**config.mk**
```make
export PLATFORM = sky130hd
export DESIGN_NAME = handshake_fifo_buffer
export DESIGN_NICKNAME = d
export VERILOG_FILES = /design/src/rtl/handshake_pkg.sv /design/src/rtl/handshake_fifo_mem.sv /design/src/rtl/handshake_fifo_buffer.sv
export SDC_FILE = /design/constraint.sdc
export NUM_CORES = 1
export LEC_CHECK = 0
export CORE_MARGIN = 2
export CORE_UTILIZATION = 40
export CTS_CLUSTER_DIAMETER = 30
export DETAILED_ROUTE_END_ITERATION = 10
export GPL_TIMING_DRIVEN = 0
export PLACE_DENSITY = 0.64
export SLEW_MARGIN = 30
export SYNTH_ARGS = -nofsm -noshare
export SYNTH_HDL_FRONTEND = slang
export SYNTH_HIERARCHICAL = 1
export SYNTH_SLANG_ARGS = --single-unit
```
**constraint.sdc**
```tcl
create_clock -name clk -period 2.07 [get_ports clk]
set_clock_uncertainty 0.1 [all_clocks]
set_input_delay 0.3105 -clock clk [delete_from_list [all_inputs] [get_ports clk]]
set_output_delay 0.3105 -clock clk [all_outputs]
set_load 0.1 [all_outputs]
```
**src/rtl/handshake_pkg.sv**
```systemverilog
// Shared handshake dataflow package: common constants, clog2 helper and depth legality macro.

// True when n is a power of two and at least 2.
`define HS_IS_POW2(n) ((((n) >= 2) && ((((n) & ((n) - 1))) == 0)))

package handshake_pkg;

    localparam int unsigned HS_DEFAULT_DATA_WIDTH = 32;

    // Ceiling log2, usable in constant expressions.
    function automatic int unsigned clog2(input int unsigned value);
        int unsigned result;
        int unsigned rem;
        result = 0;
        rem    = (value > 0) ? value - 1 : 0;
        while (rem > 0) begin
            result = result + 1;
            rem    = rem >> 1;
        end
        return result;
    endfunction

endpackage

```
**src/rtl/handshake_fifo_mem.sv**
```systemverilog
// Register-array token storage with one write port, one asynchronous read port and async clear.

module handshake_fifo_mem
    import handshake_pkg::*;
#(
    parameter int unsigned DATA_WIDTH = HS_DEFAULT_DATA_WIDTH,
    parameter int unsigned NUM_SLOTS  = 4,
    parameter int unsigned ADDR_W     = clog2(NUM_SLOTS)
) (
    input  logic                  clk,
    input  logic                  rst,
    input  logic                  wr_en,
    input  logic [ADDR_W-1:0]     wr_addr,
    input  logic [DATA_WIDTH-1:0] wr_data,
    input  logic [ADDR_W-1:0]     rd_addr,
    output logic [DATA_WIDTH-1:0] rd_data
);

    logic [DATA_WIDTH-1:0] storage [NUM_SLOTS];

    // Storage words: cleared on reset so discarded tokens never reappear on the read port.
    always_ff @(posedge clk or negedge rst) begin
        if (!rst) begin
            for (int i = 0; i < int'(NUM_SLOTS); i++) begin
                storage[i] <= '0;
            end
        end else if (wr_en) begin
            storage[wr_addr] <= wr_data;
        end
    end

    // Read mux straight from the flops; depth is a power of two so every address is in range.
    assign rd_data = storage[rd_addr];

endmodule

```
**src/rtl/handshake_fifo_buffer.sv**
```systemverilog
// Elastic FIFO stage: registered valid/ready, in-order delivery, one-cycle minimum latency, no bypass.

module handshake_fifo_buffer
    import handshake_pkg::*;
#(
    parameter int unsigned DATA_WIDTH = HS_DEFAULT_DATA_WIDTH,
    parameter int unsigned NUM_SLOTS  = 4
) (
    input  logic                  clk,
    input  logic                  rst,
    input  logic [DATA_WIDTH-1:0] ins,
    input  logic                  ins_valid,
    output logic                  ins_ready,
    output logic [DATA_WIDTH-1:0] outs,
    output logic                  outs_valid,
    input  logic                  outs_ready
);

    localparam int unsigned PTR_W = clog2(NUM_SLOTS);
    localparam int unsigned CNT_W = PTR_W + 1;

    // Reject illegal depths at elaboration.
    generate
        if (!(`HS_IS_POW2(NUM_SLOTS))) begin : g_bad_depth
            $error("handshake_fifo_buffer: NUM_SLOTS must be a power of two and >= 2");
        end
    endgenerate

    logic [PTR_W-1:0] wr_ptr;
    logic [PTR_W-1:0] rd_ptr;
    logic [CNT_W-1:0] count;
    logic [CNT_W-1:0] count_next;
    logic             push;
    logic             pop;

    // Transfers qualify only on registered ready/valid, so no input reaches an output combinationally.
    assign push = ins_valid && ins_ready;
    assign pop  = outs_valid && outs_ready;

    // Occupancy update: simultaneous push and pop leaves it unchanged.
    always_comb begin
        count_next = count;
        if (push && !pop) begin
            count_next = count + CNT_W'(1);
        end else if (pop && !push) begin
            count_next = count - CNT_W'(1);
        end
    end

    // Pointers, occupancy and the registered handshake flags derived from next occupancy.
    always_ff @(posedge clk or negedge rst) begin
        if (!rst) begin
            wr_ptr     <= '0;
            rd_ptr     <= '0;
            count      <= '0;
            ins_ready  <= 1'b0;
            outs_valid <= 1'b0;
        end else begin
            if (push) begin
                wr_ptr <= wr_ptr + PTR_W'(1);
            end
            if (pop) begin
                rd_ptr <= rd_ptr + PTR_W'(1);
            end
            count      <= count_next;
            ins_ready  <= (count_next != CNT_W'(NUM_SLOTS));
            outs_valid <= (count_next != CNT_W'(0));
        end
    end

    handshake_fifo_mem #(
        .DATA_WIDTH (DATA_WIDTH),
        .NUM_SLOTS  (NUM_SLOTS),
        .ADDR_W     (PTR_W)
    ) u_mem (
        .clk     (clk),
        .rst     (rst),
        .wr_en   (push),
        .wr_addr (wr_ptr),
        .wr_data (ins),
        .rd_addr (rd_ptr),
        .rd_data (outs)
    );

endmodule

```
==> impl_results.md, run 1 <==
- DRT antenna net count: 0
- Root buffer cell: clkbuf_16
- Die area: between 0.015 and 0.02 sq mm
- Initial antenna violation count: 0
- Multi-input gate area: about 0.0024 sq mm
- Hpwl dp: ~7800 um
- Synth-to-layout area growth: 30.6%
- RSZ-0062 raised after global routing: yes
- Cell area after synthesis: just under 0.006 sq mm
- Setup WS post-layout: -0.219 ns
- I/O pins: 70
- Port bufs: 69
- Clk slew on worst S/H paths: about 0.050 ns
- Layout Nets: between 400 and 500
- Post-Syn Instances: roughly 350
- Drt first-iter violations: between 150 and 200
- Hold Path Class: in2async
- Reg2reg end: u_mem/storage[102]
- Seq. cell area: 0.00343 sq mm
- Placeable core region: approximately 0.015 sq mm
- Slew Limit Fails: 0
- Antenna diodes: 0
- Placer Congestion: between 0.7 and 0.8
- Critical path, cell by cell: buf_12 -> clkbuf_16 -> mux4_2 -> buf_6
- Critical path class: reg2out
- Synth cell types: 26
- Fillers: 1223
- Peak per-stage delay on the critical path: 0.52 ns
- Synthesized flop and latch total: about 140
- Sequential-to-total area share from yosys stat: slightly below 60%
- Worst Max-Slew Pin Slew: 0.550 ns
- Die Ht: 126 um
- Routed len/inst: 18.9 um
- Flop-to-flop setup slack: around 0.11 ns
- Vias in the first global route: roughly 3700
- Routed via count: ~3400
- Top delay family on crit path: buffers and inverters
- CTS Buffer Depth: 2
- H-Tree Depth: 4
- Vias per cell: roughly 5.3
- F_max: roughly 440 MHz
- Num Clock Sinks: 137
- # setup viols final: 32
- Hold Fails Final Rpt: 0
- Largest net degree at the start of global routing: between 90 and 100
- Row count: 44
- Buf/Inv on CP: 3
- CP max stage cell: mux4_2
- Crit start category: register
- Run status: finished with violations
- Syn_area_per_cell: 16.9 sq um
- Ys Warns: 6
- WL final: 12200 um
- CP Data Arrival Time: around 1.9 ns
- Syn nets: just under 400
- Failing checks: negative setup slack
- CTS tree: done
- Max_slew headroom: between 60% and 70%
- CP endpoint kind: output port
- Worst r2r src: ins_ready
- First-pass GRT wire length: about 20000 um
- Overflow after GRT: 0
- Hold Slack: about 0.29 ns
- Final Cycle Share: 111%
- Minimum clock period: between 2 and 2.5 ns
- WP data required: roughly 1.7 ns
- R2R depth: 5
- # Max-Cap Violations: 0
- Layout cells sized above 1: a little under three fifths
- Initial core utilization: about two fifths
- Total global-route track usage: 16.1%
- Drt drc: 0
- Die width: roughly 130 um
- CTS Buf Count: 17
- Critical-path maximum fanout: 8
- Pre-antenna DRT Iters: 4
- Skew-Pair Late Insertion Delay: 0.41 ns
[layer usage]
layer  routed length (um)  track usage [%]  vias up  share of wire, %
met4                  211             6.40        0               1.7
li1                     -                -     1516                 -
met5                    0                0        -                 0
met3                  387             3.91       18               3.2
met1                 5400             20.6     1824                44
met2                 6210             26.7       56                51
[how the worst max path moves through the flow]
stage | from | slack (ns) | to | cells after the start
after global placement | rst | -5.58 | ins_ready | 1
after global routing | rd_ptr[0] | -0.28 | outs[25] | 4
final | rd_ptr[0] | -0.22 | outs[25] | 4
after CTS | rd_ptr[0] | -0.22 | outs[3] | 4
after floorplan | ins_ready | 0.05 | u_mem/storage[121] | 5
after detailed placement | rd_ptr[1] | -1.01 | outs[0] | 3
[final cells by class]
type	instances	share of cell area (%)
multi-input combinational	193	31.0
clock inverter	8	1.22
tap	184	2.96
buffer	19	2.38
clock buffer	22	6.23
sequential	137	44.2
timing repair buffer	80	11.9
inverter	3	0.145
[cell usage in the layout (no fill, tap or decap), drive strengths merged, types with 3 or more instances in the layout]
| master | Yosys | layout |
|---|---|---|
| xnor2 | 7 | 7 |
| nand3 | 4 | 4 |
| mux4 | 32 | 32 |
| clkbuf | 0 | 31 |
| clkdlybuf4s50 | 0 | 34 |
| nand2 | 5 | 5 |
| buf | 19 | 53 |
| dfrtp | 137 | 137 |
| mux2 | 128 | 128 |
| clkinv | 0 | 4 |
| inv | 3 | 3 |
[synth_stat cells]
master,instances,area share (%)
a21boi_1,1,0.13
nand3b_1,2,0.25
mux4_2,32,12
buf_1,3,0.19
buf_2,10,0.84
dfrtp_1,137,58
xnor2_1,7,1.0
a221o_1,1,0.17
ha_1,2,0.42
o211ai_1,1,0.13
nand2b_1,1,0.11
inv_1,3,0.19
nand3_1,4,0.34
a21oi_1,1,0.084
mux2_2,126,24
nor2_1,2,0.13
a31oi_1,1,0.11
nor3b_2,1,0.21
buf_4,6,0.76
nand2_2,2,0.21
o31ai_1,1,0.13
nor3_1,1,0.084
nand2_1,3,0.19
xor2_1,1,0.15
mux2_1,2,0.38
mux2i_2,1,0.23
[kinds of logic (layout without fill, tap and decap cells)]
kind of cell             count (synthesis)  count (layout)  synth area share (%)
flip-flops                             137             137                  57.6
XOR/XNOR                                 8               8                  1.18
multiplexers                           161             161                  36.6
AND/OR/NAND/NOR                         16              16                  1.51
adder cells (fa/ha/maj)                  2               2                 0.420
buffers and inverters                   22             132                  1.98
AO/OA/AOI/OAI                            6               6                 0.736
[registers in the layout (all words and copies together), names as in the netlist]
name,count
u_mem/storage,128
rd_ptr,2
count,3
outs_valid,1
ins_ready,1
wr_ptr,2
[per-stage QoR]
| stage | setup WS (ns) | utilization (%) | setup TNS (ns) | cells | cell area (sq um) |
|---|---|---|---|---|---|
| 3_5_place_dp | -1.01 | 47.5 | -52.34 | 606 | 6910 |
| 3_3_place_gp | -5.58 | 47.3 | -685.82 | 605 | 6880 |
| 2_1_floorplan | 0.0543 | - | 0 | 352 | 5950 |
| 6_report | -0.219 | 53.5 | -5.93 | 646 | 7770 |
| 5_1_grt | -0.276 | 53.5 | -8.11 | 646 | 7770 |
| 4_1_cts | -0.218 | 52.4 | -6.11 | 639 | 7620 |
[repair_timing]
action,in CTS,in global routing
hold endpoints to repair,45,0
buffers inserted,2,4
setup endpoints to repair,34,84
gates resized for setup,249,13
cloned,0,3
hold buffers,1,0
Power of run 1 is not shown: default switching activity piles up to over one toggle a cycle in this logic, so the estimate is an artifact.
==> inputs of run 2 (changes only) <==
SLEW_MARGIN = 20   (was 30)
==> impl_results.md, run 2 (synthesized netlist as in run 1, its figures left out) <==
- Run status: finished with violations
- Failing checks: negative setup slack
- Critical-path maximum fanout: 8 (unchanged)
- Seq. cell area: 0.00343 sq mm (unchanged)
- Overflow after GRT: 0 (unchanged)
- Cell area after layout: 0.00783 sq mm (+0.82%)
- Flop-to-flop setup slack: 0.12 ns (about the same)
- Final Cycle Share: 111% (+0.41 points)
- Peak per-stage delay on the critical path: 0.52 ns (about the same)
- Setup crit start: rd_ptr[0]
- RSZ-0062 raised after global routing: yes
- H-Tree Depth: 4 (unchanged)
- Drt first-iter violations: 152 (-7.9%)
- Placer Congestion: 0.706 (unchanged)
- Largest net degree at the start of global routing: 95 (+2.2%)
- R2R depth: 5 (unchanged)
- Top delay family on crit path: buffers and inverters
- Biggest register: u_mem/storage
- Worst r2r src: ins_ready
- # Max-Cap Violations: 0 (unchanged)
- Port bufs: 69 (unchanged)
- Clk slew on worst S/H paths: 0.06 ns (about the same)
- Routed len/inst: 18.9 um (-0.14%)
- Largest register FFs: 128 (unchanged)
- Setup WS post-layout: -0.228 ns (-0.00842 ns)
- Total global-route track usage: 16.4% (+0.27 points)
- Hold Fails Final Rpt: 0 (unchanged)
- Pre-antenna DRT Iters: 4 (unchanged)
- Reg2reg end: u_mem/storage[21]
- Critical path class: reg2out
- Antenna diodes: 0 (unchanged)
- CP max stage cell: mux4_2
- Row count: 44 (unchanged)
- WP data required: 1.66 ns (about the same)
- Drt drc: 0 (unchanged)
- Skew-Pair Late Insertion Delay: 0.42 ns (about the same)
- WL final: 12200 um (-0.29%)
- Routed via count: 3383 (-0.91%)
- Root buffer cell: clkbuf_16
- Synth-to-layout area growth: 31.6%
- Minimum clock period: 2.30 ns (+0.00842 ns)
- Critical path, cell by cell: buf_12 -> clkbuf_16 -> mux4_2 -> buf_6
- CTS Buf Count: 17 (unchanged)
- Crit start category: register
- CTS tree: done
- Layout cells sized above 1: 55.3% (-0.097 points)
- Num Clock Sinks: 137 (unchanged)
- Vias in the first global route: 3782 (+1.4%)
- Initial antenna violation count: 0 (unchanged)
- Die area: 0.0159 sq mm (unchanged)
- Hpwl dp: 7830 um (+0.56%)
- Multi-input gate area: 0.00241 sq mm (unchanged)
- Buf/Inv on CP: 3 (unchanged)
- CP Data Arrival Time: 1.89 ns (about the same)
- Initial core utilization: 40.9% (unchanged)
- Critical Path Sink: outs[7]
- CP endpoint kind: output port
- F_max: 435 MHz (-0.37%)
- Die Ht: 126 um (unchanged)
- Commonest non-fill, non-tap cell in the layout: dfrtp_1
- Max_slew headroom: 63.1% (-0.36 points)
- Placed Area: 0.00691 sq mm (unchanged)
- Placeable core region: 0.0145 sq mm (unchanged)
- Most frequent cells in the layout: dfrtp_1, mux2_2, clkdlybuf4s50_1, mux4_2, buf_6
- Hold Path Class: in2async
- First-pass GRT wire length: 19900 um (+1.5%)
- Vias per cell: 5.24 (-0.75%)
- I/O pins: 70 (unchanged)
- # setup viols final: 32 (unchanged)
- CTS Buffer Depth: 2 (unchanged)
- WP depth: 4 (unchanged)
- Top flop regs: u_mem/storage (128), count (3)
- DRT antenna net count: 0 (unchanged)
- Die width: 126 um (unchanged)
- Layout Nets: 487 (-0.41%)
- Worst Max-Slew Pin Slew: 0.556 ns (+0.00541 ns)
- Slew Limit Fails: 0 (unchanged)
- Fillers: 1210 (-1.1%)
==> run 2: cell count changes in the layout (fill, tap and decap cells not counted), sizes merged <==
cell      change
clkinvlp      +1
clkinv        -2
bufinv        +3
clkbuf        -1
inv           +1
buf           -3
==> run 2: final cells by class <==
class                   count  area share [%]
repair buffers             78            11.7
multi-input cells         193            30.8
well taps                 184            2.94
clock buffers              20            5.83
clock inverters            11            2.49
flip-flops and latches    137            43.8
inverters                   3           0.144
plain buffers              19            2.33
==> run 2: what timing repair did <==
action,CTS,global route
hold buffers,1,0
cloned,0,3
hold endpoints to repair,43,0
setup buffers,2,2
setup endpoints to repair,34,105
gates resized for setup,247,16
==> run 2: layer usage <==
metal  wire length [um]  track usage, %  vias up
met5                  0               0        -
li1                   -               -     1517
met1               5380            20.6     1801
met2               6220            27.1       52
met3                401            4.50       13
met4                167            6.40        0
==> run 2: worst min-delay path by stage <==
stage | start | end | slack (ns) | depth (start not counted)
floorplan | rst | count[0] | -0.09 | 0
global placement | u_mem/storage[125] | u_mem/storage[125] | 0.36 | 1
detailed placement | rst | u_mem/storage[111] | 0.13 | 1
CTS | rst | u_mem/storage[112] | 0.28 | 2
global route | rst | u_mem/storage[111] | 0.31 | 2
finish | rst | u_mem/storage[111] | 0.28 | 2
==> run 2: worst register-to-register path: stages (launching register included) <==
cell and delay [ns]:
dfrtp_4 0.48, nand2_2 0.14, inv_1 0.16, nand3_1 0.22, buf_2 0.35, mux2_2 0.38
==> run 2: stage by stage <==
| stage | std cells | utilization [%] | hold WS (ns) | setup TNS (ns) | worst slack, ns |
|---|---|---|---|---|---|
| finish | 645 | 53.9 | 0.281 | -6.46 | -0.228 |
| global route | 645 | 53.9 | 0.309 | -8.55 | -0.283 |
| CTS | 640 | 52.9 | 0.281 | -6.75 | -0.237 |
| detailed placement | 606 | 47.5 | 0.128 | -52.47 | -0.986 |
| global placement | 605 | 47.3 | 0.363 | -685.82 | -5.58 |
| floorplan | 352 | - | -0.0851 | 0 | 0.0543 |
Power of run 2 is left out for the same reason.
==> inputs of run 3 (changes only) <==
PLACE_DENSITY = unset   (was 0.64)
==> impl_results.md, run 3 (synthesized netlist as in run 1, its figures left out) <==
- # Max-Cap Violations: 0 (unchanged)
- Overflow after GRT: 0 (unchanged)
- WL final: 11900 um (-2.0%)
- Minimum clock period: 2.27 ns (-0.0242 ns)
- Failing checks: negative setup slack
- Placer Congestion: 0.760 (+7.6%)
- Port bufs: 69 (unchanged)
- Hold Path Class: in2async
- Row count: 44 (unchanged)
- CP endpoint kind: output port
- Top flop regs: u_mem/storage (128), count (3)
- First-pass GRT wire length: 20000 um (+0.49%)
- CP Data Arrival Time: 1.86 ns (-0.03 ns)
- WP data required: 1.66 ns (about the same)
- Cell mode on critical path: buf_12
- DRT antenna net count: 0 (unchanged)
- Die area: 0.0159 sq mm (unchanged)
- Final Cycle Share: 110% (-1.2 points)
- # setup viols final: 32 (unchanged)
- CTS Buffer Depth: 2 (unchanged)
- CP max stage cell: mux4_2
- Seq. cell area: 0.00343 sq mm (unchanged)
- Drt drc: 0 (unchanged)
- Synth-to-layout area growth: 31.3%
- CTS tree: done
- Fillers: 1189 (-1.7%)
- Worst r2r src: ins_ready
- Total global-route track usage: 16.5% (+0.15 points)
- F_max: 440 MHz (+1.1%)
- Setup WS post-layout: -0.204 ns (+0.0242 ns)
- Vias per cell: 5.20 (-0.77%)
- Slew Limit Fails: 0 (unchanged)
- Most frequent cells in the layout: dfrtp_1, mux2_2, clkdlybuf4s50_1, mux4_2, buf_6
- Largest net degree at the start of global routing: 76 (-20%)
- Run status: finished with violations
- Die width: 126 um (unchanged)
- Flop-to-flop setup slack: 0.12 ns (about the same)
- Cell area after layout: 0.00782 sq mm (-0.22%)
- Vias in the first global route: 3708 (-2.0%)
- Hold Fails Final Rpt: 0 (unchanged)
- Die Ht: 126 um (unchanged)
- Drt first-iter violations: 188 (+24%)
- Hpwl dp: 7700 um (-1.7%)
- Initial core utilization: 40.9% (unchanged)
- Buf/Inv on CP: 3 (unchanged)
- Worst Max-Slew Pin Slew: 0.577 ns (+0.0216 ns)
- Pre-CTS WS: -0.916 ns (+0.0699 ns)
- Initial antenna violation count: 0 (unchanged)
- Multi-input gate area: 0.00241 sq mm (unchanged)
- Biggest register: u_mem/storage
- Critical path class: reg2out
- Top delay family on crit path: multiplexers
- Final Util: 53.8% (-0.12 points)
- Root buffer cell: clkbuf_16
- Pre-antenna DRT Iters: 4 (unchanged)
- CTS Buf Count: 17 (unchanged)
- Crit start category: register
- Peak per-stage delay on the critical path: 0.55 ns (+0.03 ns)
- R2R depth: 5 (unchanged)
- Routed len/inst: 18.5 um (-2.2%)
- Reg2reg end: u_mem/storage[9]
- Critical-path maximum fanout: 10 (+2)
- H-Tree Depth: 4 (unchanged)
- RSZ-0062 raised after global routing: yes
- Layout Nets: 487 (unchanged)
- I/O pins: 70 (unchanged)
- Commonest non-fill, non-tap cell in the layout: dfrtp_1
- Critical path, cell by cell: buf_6 -> buf_12 -> mux4_2 -> buf_12
- Clk slew on worst S/H paths: 0.06 ns (about the same)
- Max_slew headroom: 61.5% (-1.6 points)
- Largest register FFs: 128 (unchanged)
- Placeable core region: 0.0145 sq mm (unchanged)
- Routed via count: 3362 (-0.62%)
- Placed Area: 0.00691 sq mm (unchanged)
- Antenna diodes: 0 (unchanged)
- Num Clock Sinks: 137 (unchanged)
- Layout cells sized above 1: 55.6% (+0.31 points)
- Skew-Pair Late Insertion Delay: 0.41 ns (about the same)
## run 3: cell count changes in the layout (fill, tap and decap cells not counted), moves of 2 or more
cell,before,now
buf_6,27,30
clkinv_2,1,3
buf_8,3,1
clkbuf_16,20,18
## run 3: layout make-up
class / count / area share, %
Timing Repair Buffer: 78 / 11.2
Clock inverter: 12 / 2.80
Sequential cell: 137 / 43.9
Multi-Input combinational cell: 193 / 30.8
Clock buffer: 20 / 5.97
Inverter: 3 / 0.144
Tap cell: 184 / 2.95
Buffer: 19 / 2.23
## run 3: metal layers
metal	routed length, um	vias to the layer above	track usage (%)	part of all wire [%]
met5	0	-	0	0
met1	5400	1774	22.2	45
met2	5900	56	26.0	49
met3	468	14	5.48	3.9
li1	-	1518	-	-
met4	154	0	4.65	1.3
## run 3: repair_timing
item                                   CTS  global route
endpoints found under the hold margin   74             0
gates cloned                             0             1
buffers inserted                         2             4
setup endpoints to repair               64           115
resized for setup                      247            12
pin swaps                                0             0
hold buffers                             1             0
## run 3: worst max path at each step
| stage | cells after the start | slack, ns | to | startpoint |
|---|---|---|---|---|
| 3_3_place_gp | 1 | -5.72 | ins_ready | rst |
| 2_1_floorplan | 5 | 0.05 | u_mem/storage[121] | ins_ready |
| 5_1_grt | 4 | -0.27 | outs[15] | rd_ptr[0] |
| 6_report | 4 | -0.20 | outs[15] | rd_ptr[0] |
| 4_1_cts | 4 | -0.21 | outs[2] | rd_ptr[0] |
| 3_5_place_dp | 3 | -0.92 | outs[9] | rd_ptr[1] |
## run 3: through the flow
stage                     instances  setup TNS [ns]  hold slack [ns]
final                           646           -5.32            0.375
after global routing            646           -7.73            0.412
after CTS                       641           -5.90            0.383
after detailed placement        606          -55.84            0.235
after global placement          605         -709.45            0.364
after floorplan                 352               0          -0.0851
Power of run 3 is left out for the same reason.
